File: config.mk
export PLATFORM = sky130hd
export DESIGN_NAME = addsub32_seq_flat
export DESIGN_NICKNAME = d
export VERILOG_FILES = /design/src/rtl/addsub32_pkg.sv /design/src/rtl/addsub32_if.sv /design/src/rtl/addsub32_seq_cla4.sv /design/src/rtl/addsub32_seq.sv /design/src/flat_wrapper.sv
export SDC_FILE = /design/constraint.sdc
export NUM_CORES = 1
export LEC_CHECK = 0
export CAP_MARGIN = 20
export CORE_ASPECT_RATIO = 0.5
export CORE_MARGIN = 2
export CORE_UTILIZATION = 23
export DETAILED_ROUTE_END_ITERATION = 12
export DONT_BUFFER_PORTS = 1
export SYNTH_ARGS = -nofsm -noshare
export SYNTH_HDL_FRONTEND = slang
export SYNTH_SLANG_ARGS = --single-unit
File: constraint.sdc
create_clock -name clk -period 4.8 [get_ports clk]
set_input_delay 0.96 -clock clk [delete_from_list [all_inputs] [get_ports clk]]
set_output_delay 0.96 -clock clk [all_outputs]
set_load 0.01 [all_outputs]
File: src/rtl/addsub32_pkg.sv
// Shared constants, opcode values and FSM encoding for the nibble-serial adder/subtractor.
package addsub32_pkg;

  localparam int unsigned WIDTH   = 32;
  localparam int unsigned NIBBLES = WIDTH / 4;
  localparam int unsigned CNT_W   = $clog2(NIBBLES);

  localparam logic OP_ADD = 1'b0;
  localparam logic OP_SUB = 1'b1;

  typedef enum logic [1:0] {
    ST_IDLE = 2'd0,
    ST_RUN  = 2'd1,
    ST_DONE = 2'd2
  } state_t;

endpackage

File: src/rtl/addsub32_if.sv
// Request/response bundle between an ALU sequencer and addsub32_seq.
interface addsub32_if;
  import addsub32_pkg::*;

  logic             start;
  logic             op;
  logic [WIDTH-1:0] a;
  logic [WIDTH-1:0] b;
  logic             busy;
  logic             done;
  logic [WIDTH-1:0] result;
  logic             n;
  logic             z;
  logic             c;
  logic             v;

  modport master (output start, op, a, b,
                  input  busy, done, result, n, z, c, v);
  modport slave  (input  start, op, a, b,
                  output busy, done, result, n, z, c, v);
endinterface

File: src/rtl/addsub32_seq_cla4.sv
// 4-bit carry-lookahead slice; exposes carry into bit 3 so the caller can derive overflow.
module cla4_ov (
  input  logic [3:0] a,
  input  logic [3:0] b,
  input  logic       ci,
  output logic [3:0] s,
  output logic       co,
  output logic       c3
);
  logic [3:0] g;
  logic [3:0] p;
  logic       c1;
  logic       c2;

  assign g  = a & b;
  assign p  = a ^ b;
  assign c1 = g[0] | (p[0] & ci);
  assign c2 = g[1] | (p[1] & g[0]) | (p[1] & p[0] & ci);
  assign c3 = g[2] | (p[2] & g[1]) | (p[2] & p[1] & g[0]) | (p[2] & p[1] & p[0] & ci);
  assign co = g[3] | (p[3] & g[2]) | (p[3] & p[2] & g[1]) | (p[3] & p[2] & p[1] & g[0])
            | (p[3] & p[2] & p[1] & p[0] & ci);
  assign s  = p ^ {c3, c2, c1, ci};
endmodule

File: src/rtl/addsub32_seq.sv
// Nibble-serial 32-bit add/subtract: one shared CLA4 slice walked LSB nibble first, flags on done.
module addsub32_seq
  import addsub32_pkg::*;
(
  input  logic       clk,
  input  logic       reset,
  addsub32_if.slave  bus
);

  state_t             state_q, state_d;
  logic [WIDTH-1:0]   a_q, b_q, result_q;
  logic [CNT_W-1:0]   k_q;
  logic               carry_q;
  logic               busy_q, done_q;
  logic               n_q, z_q, c_q, v_q;
  logic               accept_c, last_c;
  logic [3:0]         nib_a, nib_b, sum;
  logic               co, c3;

  assign nib_a = a_q[{k_q, 2'b00} +: 4];
  assign nib_b = b_q[{k_q, 2'b00} +: 4];

  cla4_ov u_cla (
    .a  (nib_a),
    .b  (nib_b),
    .ci (carry_q),
    .s  (sum),
    .co (co),
    .c3 (c3)
  );

  // Next-state: start is only honoured from IDLE or DONE.
  always_comb begin
    state_d  = state_q;
    accept_c = 1'b0;
    last_c   = 1'b0;
    case (state_q)
      ST_IDLE: begin
        if (bus.start) begin
          accept_c = 1'b1;
          state_d  = ST_RUN;
        end
      end
      ST_RUN: begin
        if (k_q == CNT_W'(NIBBLES - 1)) begin
          last_c  = 1'b1;
          state_d = ST_DONE;
        end
      end
      ST_DONE: begin
        if (bus.start) begin
          accept_c = 1'b1;
          state_d  = ST_RUN;
        end else begin
          state_d = ST_IDLE;
        end
      end
      default: state_d = ST_IDLE;
    endcase
  end

  always_ff @(posedge clk or posedge reset) begin
    if (reset) begin
      state_q  <= ST_IDLE;
      a_q      <= '0;
      b_q      <= '0;
      result_q <= '0;
      k_q      <= '0;
      carry_q  <= 1'b0;
      busy_q   <= 1'b0;
      done_q   <= 1'b0;
      n_q      <= 1'b0;
      z_q      <= 1'b0;
      c_q      <= 1'b0;
      v_q      <= 1'b0;
    end else begin
      state_q <= state_d;
      busy_q  <= (state_d == ST_RUN);
      done_q  <= last_c;
      if (accept_c) begin
        a_q     <= bus.a;
        b_q     <= (bus.op == OP_SUB) ? ~bus.b : bus.b;
        carry_q <= bus.op;
        k_q     <= '0;
      end else if (state_q == ST_RUN) begin
        result_q[{k_q, 2'b00} +: 4] <= sum;
        carry_q <= co;
        k_q     <= k_q + CNT_W'(1);
        // Zero flag must see the final nibble, which is only landing this edge.
        if (last_c) begin
          c_q <= co;
          v_q <= c3 ^ co;
          n_q <= sum[3];
          z_q <= ({sum, result_q[WIDTH-5:0]} == '0);
        end
      end
    end
  end

  assign bus.busy   = busy_q;
  assign bus.done   = done_q;
  assign bus.result = result_q;
  assign bus.n      = n_q;
  assign bus.z      = z_q;
  assign bus.c      = c_q;
  assign bus.v      = v_q;

endmodule

File: src/flat_wrapper.sv
// flat-port wrapper written by rule: the top's interface ports become plain ports
module addsub32_seq_flat import addsub32_pkg::*;
  (clk, reset, bus_start, bus_op, bus_a, bus_b, bus_busy, bus_done, bus_result, bus_n, bus_z, bus_c, bus_v);
  addsub32_if bus_i ();
  input  logic clk;
  input  logic reset;
  input wire logic [$bits(bus_i.start)-1:0] bus_start;
  input wire logic [$bits(bus_i.op)-1:0] bus_op;
  input wire logic [$bits(bus_i.a)-1:0] bus_a;
  input wire logic [$bits(bus_i.b)-1:0] bus_b;
  output wire logic [$bits(bus_i.busy)-1:0] bus_busy;
  output wire logic [$bits(bus_i.done)-1:0] bus_done;
  output wire logic [$bits(bus_i.result)-1:0] bus_result;
  output wire logic [$bits(bus_i.n)-1:0] bus_n;
  output wire logic [$bits(bus_i.z)-1:0] bus_z;
  output wire logic [$bits(bus_i.c)-1:0] bus_c;
  output wire logic [$bits(bus_i.v)-1:0] bus_v;
  assign bus_i.start = bus_start;
  assign bus_i.op = bus_op;
  assign bus_i.a = bus_a;
  assign bus_i.b = bus_b;
  assign bus_busy = bus_i.busy;
  assign bus_done = bus_i.done;
  assign bus_result = bus_i.result;
  assign bus_n = bus_i.n;
  assign bus_z = bus_i.z;
  assign bus_c = bus_i.c;
  assign bus_v = bus_i.v;
  addsub32_seq u_core (.clk(clk), .reset(reset), .bus(bus_i));
endmodule
# == Yosys cells after proc, flatten, opt, wreduce, memory -nomap -nowiden ==
# Cells that the tools add are included.
# totals
in_bits,68
output_inout_bits,38
word_cells,74
ff_bits,108
# classes
add_sub_neg,2
bitwise_logic,32
mux,14
eq_ne,4
n_shift,4
n_reduce_logical,6
# ops
operator,n
$shiftx A32 B6 Y4,2
$bwmux W32,1
$logic_not A32 Y1,1
$mux W32,1
$not A32 Y32,1
$shift A4 B7 Y32 const A,1
$shiftx A4 B7 Y32,1
$and A1 B1 Y1,16
$or A1 B1 Y1,10
$xor A4 B4 Y4,2
$mux W1,7
$neg A5 Y7,1
$mux W3,2
$pmux W2 S3,1
$and A4 B4 Y4,1
$eq A2 B1 Y1 const B,2
$mux W2,2
$add A3 B1 Y3 const B,1
$eq A3 B3 Y1 const B,1
$reduce_and A3 Y1,1
$eq A2 B2 Y1 const B,1
$logic_not A2 Y1,1
$reduce_and A2 Y1,1
$reduce_bool A2 Y1,1
other kinds (3),3

# == Logic depth before layout (Yosys ltp) ==
# logic_depth
depth_word,9
depth_mapped,10
ltp_nobuf,8

# == By module ==
# Synthesis repeated with hierarchy kept, for this count alone.
# hier_totals
cells_unflattened,470
hier_area_um2,5118.7
# by_module_without_submodules
module,cells_each,n_inst,area_per_inst_um2,seq_area_each_um2
addsub32_seq,456,1,4978.5,2702.6
cla4_ov,14,1,140.1,0.0

# == Worst setup path after synthesis ==
# Ideal clock, no wire load.
# synth_path
path_kind,register to register
startpoint,reg u_core.k_q[0]
endpoint,reg u_core.z_q (netlist: u_core.bus.z)
t_arrival_ps,2640
path_buffers,2
setup_time_ps,66
slack_ps,2094
synth_period_minus_slack_ps,2706
t_required_ps,4734
stages_incl_launch_ff,11
path_cell_list,dfrtp_1 -> buf_6 -> buf_4 -> mux4_2 -> nand2_1 -> nand2_1 -> fa_1 -> nor4_1 -> nand4_1 -> nor3_1 -> a31o_1
# synth_between
elab_chain_len,8
elab_cells_between_ends,25
classes_between,1 x eq/ne; 2 x shift; 2 x mux; 18 x bitwise; 2 x reduce/logical
# synth_lines
element,line_no,rtl
"start, declared",addsub32_seq.sv:12,logic [CNT_W-1:0] k_q;
"start signal, assigned",addsub32_seq.sv:88,k_q <= k_q + CNT_W'(1);
$shiftx A32 B6 Y4 (on tied branches),"addsub32_seq.sv:20, addsub32_seq.sv:21",
$xor A4 B4 Y4 or $and A4 B4 Y4 (tied branches),"addsub32_seq_cla4.sv:16, addsub32_seq_cla4.sv:15",
$and A1 B1 Y1,addsub32_seq_cla4.sv:19,assign c3 = g[2] | (p[2] & g[1]) | (p[2] & p[1] & g[0]) | (p[2] & p[1] & p[0] & ci);
$or A1 B1 Y1 or $and A1 B1 Y1 (tied branches) (2 in series),addsub32_seq_cla4.sv:19,
$or A1 B1 Y1,addsub32_seq_cla4.sv:19,
$xor A4 B4 Y4,addsub32_seq_cla4.sv:22,"assign s = p ^ {c3, c2, c1, ci};"
$logic_not A32 Y1,addsub32_seq.sv:94,"z_q <= ({sum, result_q[WIDTH-5:0]} == '0);"
"end signal, assigned",addsub32_seq.sv:94,
"end, declared",addsub32_seq.sv:15,"logic n_q, z_q, c_q, v_q;"
# Several ways; a longest one is shown, not always the timed one.
# A chain may end at the register's enable or synchronous reset.

# == Worst setup path in the final report ==
# layout_path
startpoint,reg u_core.k_q[1]
endpoint,reg u_core.result_q[23] (netlist: u_core.bus.result[23])
# layout_between
elab_chain_len,9
elab_cells_between_ends,24
classes_between,1 x add/sub; 4 x shift; 1 x mux; 18 x bitwise
# layout_lines
element,line_no,rtl
$shiftx A32 B6 Y4 (on tied branches),"addsub32_seq.sv:20, addsub32_seq.sv:21",
$xor A4 B4 Y4 or $and A4 B4 Y4 (tied branches),"addsub32_seq_cla4.sv:16, addsub32_seq_cla4.sv:15",
$and A1 B1 Y1,addsub32_seq_cla4.sv:19,
$or A1 B1 Y1 or $and A1 B1 Y1 (tied branches) (2 in series),addsub32_seq_cla4.sv:19,
$or A1 B1 Y1,addsub32_seq_cla4.sv:19,
$xor A4 B4 Y4,addsub32_seq_cla4.sv:22,
$shiftx A4 B7 Y32,addsub32_seq.sv:86,"result_q[{k_q, 2'b00} +: 4] <= sum;"
$bwmux W32 (*),addsub32_seq.sv:86,
"end signal, assigned by index",addsub32_seq.sv:86,
"end, declared",addsub32_seq.sv:11,"logic [WIDTH-1:0] a_q, b_q, result_q;"
# Mark *: on every way between the ends. The rest lies on a longest branch, timed or not.

==> summary.txt <==
Worst setup path
  – Slowest stage delay, CP: 1.05 ns
  – Crit path max-delay family: flip-flops
  – CP startpoint kind: flip-flop
  – R2R cell count: 8
  – Worst R2R Setup Slack: 1.54 ns
  – CP most frequent cell: nand2_1
  – CP cell instances: mux4_2 > nand2_1 > nand2_1 > ha_1 > a211oi_2 > o21bai_4 > xnor2_2 > o31ai_1
  – Kind of end point of the critical path: flip-flop
  – Worst path slowest cell: dfrtp_1
  – Worst path depth: 8
  – Worst EP arrival: 3.46 ns
  – CP Max Fanout: 24
  – CP required: 5.00 ns
  – Critical path type: reg -> reg
  – Buf/Inv on CP: 0

STA
  – Highest clock rate: 307 MHz
  – Final period util: 0.678
  – Actual slew at the worst max-slew pin: 1.08 ns
  – Max Clock Skew: 0.00897 ns
  – Worst relative slew slack: 0.283
  – Fin Setup TNS: 0 ns
  – Max Slew Vio Count: 0
  – Final count of hold timing violations: 0
  – RSZ-0062 raised after global routing: no
  – Tmin final: 3.26 ns
  – Final setup viols: 0

Clock tree
  – Cts hold-fix bufs: 0
  – Clock root buffer: clkbuf_16
  – Setup Fix Bufs, Post-CTS: 0
  – Post-CTS resize count: 0
  – Clk buf depth: 2
  – Sinks on Clock Net: 108
  – CTS tree: yes
  – H-Tree Depth: 3
  – CTS Buf Count: 9
  – Worst-Skew Late Latency: 0.35 ns
  – Clk slew on worst S/H paths: 0.07 ns

Floorplan
  – Core ar.: 22800 um^2
  – Initial Util: 0.234
  – I/O pins: 106
  – Die height: 112 um
  – Die width: 219 um
  – FP Rows: 39
  – Die area: 24500 um^2

Logic synthesis
  – Sequential share of the synthesized area: 0.507
  – EDFF count, synth: 0
  – Async SR Flop Fraction: 1.00
  – Cell variety after synth: 45
  – Synth top area share: 0.507
  – Post-synthesis average cell area: 10.4 um^2
  – Post-synth top area cell: dfrtp_1
  – Cells taking the most area after synthesis: dfrtp_1 (51%), nand2_1 (13%), mux4_2 (6.8%)
  – Post-synth top cells: nand2_1 (180), dfrtp_1 (108), o21ai_0 (40)
  – Synth warnings: 0
  – Post-Synthesis Net Count: 594
  – Synth Instances: 513
  – Count leader, synth: nand2_1
  – Top_reg_cell synth: dfrtp_1
  – Synth Cell Area: 5330 um^2
  – #FFs+latches synth: 108

GRT
  – First-pass GRT wire length: 21.0 mm
  – Initial antenna violation count: 0
  – Number of global-route vias before repair: 3613
  – GRT Overall Usage: 0.113
  – Total gr overflow: 0
  – Largest net degree at the start of global routing: 82

Pwr
  – Pwr per Cell Area: 777 nW/um^2
  – Sequential power share: 0.379
  – Share of total power in the clock network: 0.158
  – Psw: 2020 uW
  – Leak: 0.00265 uW
  – Pwr Total: 4630 uW
  – Logic pwr share: 0.463
  – Int Power: 2610 uW
  – Switching Share: 0.437
  – VDD IR max: 388 uV

Routing
  – Post-route ant nets: 0
  – Initial DRC Count: 178
  – DRC errors left: 0
  – Vias: 3489
  – Average vias per placed instance: 4.29
  – WL per Instance: 16.3 um
  – Final wirelength: 13.2 mm
  – Pre-antenna DRT Iters: 5

Final layout
  – Share of layout cells above drive strength 1: 0.114
  – Antenna Cells: 0
  – P&R area growth vs syn: 11.7%
  – Nets: 583
  – Fin cells: 814

Place
  – Placed Cells: 795
  – Input/output buffers: 0
  – Gpl congestion: 0.757
  – Detailed Place HPWL: 9.91 mm

Run status
  – Status: finished clean

Min path
  – Hold Crit Class: in -> async

Job
  – Max cap viols: 0
[path summary, 6_finish.rpt]
| kind | from | to |
|---|---|---|
| max in group asynchronous | reset | u_core.b_q[15] |
| min in group clk | u_core.a_q[8] | u_core.a_q[8] |
| min | reset | u_core.b_q[17] |
| min reg2reg | u_core.a_q[8] | u_core.a_q[8] |
| max | u_core.k_q[1] | u_core.bus.result[23] |
| max reg2reg | u_core.k_q[1] | u_core.bus.result[23] |
[logic make-up (layout without fill, tap and decap cells)]
| logic type | count (synthesis) | count (layout) | synth area share |
|---|---|---|---|
| AOI/OAI and AO/OA | 71 | 71 | 0.0817 |
| xor gates and xnor gates | 35 | 35 | 0.0603 |
| adders and majority gates | 13 | 13 | 0.0319 |
| buffers and inverters | 37 | 31 | 0.0336 |
| DFF | 108 | 108 | 0.507 |
| muxes | 27 | 27 | 0.0943 |
| and+or+nand+nor | 222 | 222 | 0.191 |
[metrics by stage]
| step | setup WS, ns | area (um^2) | util | hold WS, ns |
|---|---|---|---|---|
| after detailed placement | 1.29 | 5600 | 0.246 | 0.457 |
| after global placement | 1.36 | 5600 | 0.246 | 0.455 |
| after CTS | 1.26 | 5890 | 0.258 | 0.474 |
| final | 1.54 | 5960 | 0.261 | 0.385 |
| after global routing | 1.36 | 5960 | 0.261 | 0.376 |
| after floorplan | 0.994 | 5330 | - | 0.440 |
[layout by cell type (no fill, tap or decap), types with 2 or more instances in the layout]
master     synthesis  final
a211oi_1           2      2
a21oi_1            3      3
a22o_1             2      2
buf_16             0      2
buf_4              1      3
clkbuf_1          13      4
clkbuf_16          0      9
dfrtp_1          108    108
ha_1              12     12
inv_1              7      6
mux2_1             2      2
mux2_4             6      6
mux2i_1            3      3
mux4_2            16     16
nand2_1          180    180
nand4_1            2      2
nand4_4            3      3
nand4b_4           3      3
nor2_1            13     13
nor2b_1            3      2
nor3_1             2      2
nor4_1             6      6
o21ai_0           40     40
o21ai_1            6      6
o31ai_1           13     13
xnor2_1           33     33
[state kept, by name (all words and copies together), names as in the netlist, 2 cells and up]
name,count
u_core.a_q,32
u_core.b_q,32
u_core.bus.result,32
u_core.k_q,3
u_core.state_q,2
[power by group through the flow]
stage	clock network (uW)	registers (uW)	logic, uW
2_1_floorplan	0	1580	1760
3_3_place_gp	0	1790	2060
3_5_place_dp	0	1810	2100
4_1_cts	748	1790	2120
5_1_grt	788	1820	2420
6_report	731	1750	2140
[final cells by class]
class                      instances  area [um^2]
fill                            2407        16800
sequential                       108         2700
multi-input combinational        368         2460
tap                              307          384
clock buffer                      13          240
timing repair buffer               6         92.6
clock inverter                     3         46.3
inverter                           9         36.3
[routing by layer]
metal / part of all wire / vias to the layer above / global-route usage
li1: - / 1704 / -
met1: 0.45 / 1721 / 0.147
met2: 0.49 / 50 / 0.186
met3: 0.045 / 14 / 0.0287
met4: 0.014 / 0 / 0.0324
met5: 0 / - / 0
Note: power is estimated with default switching activity, not from simulation.
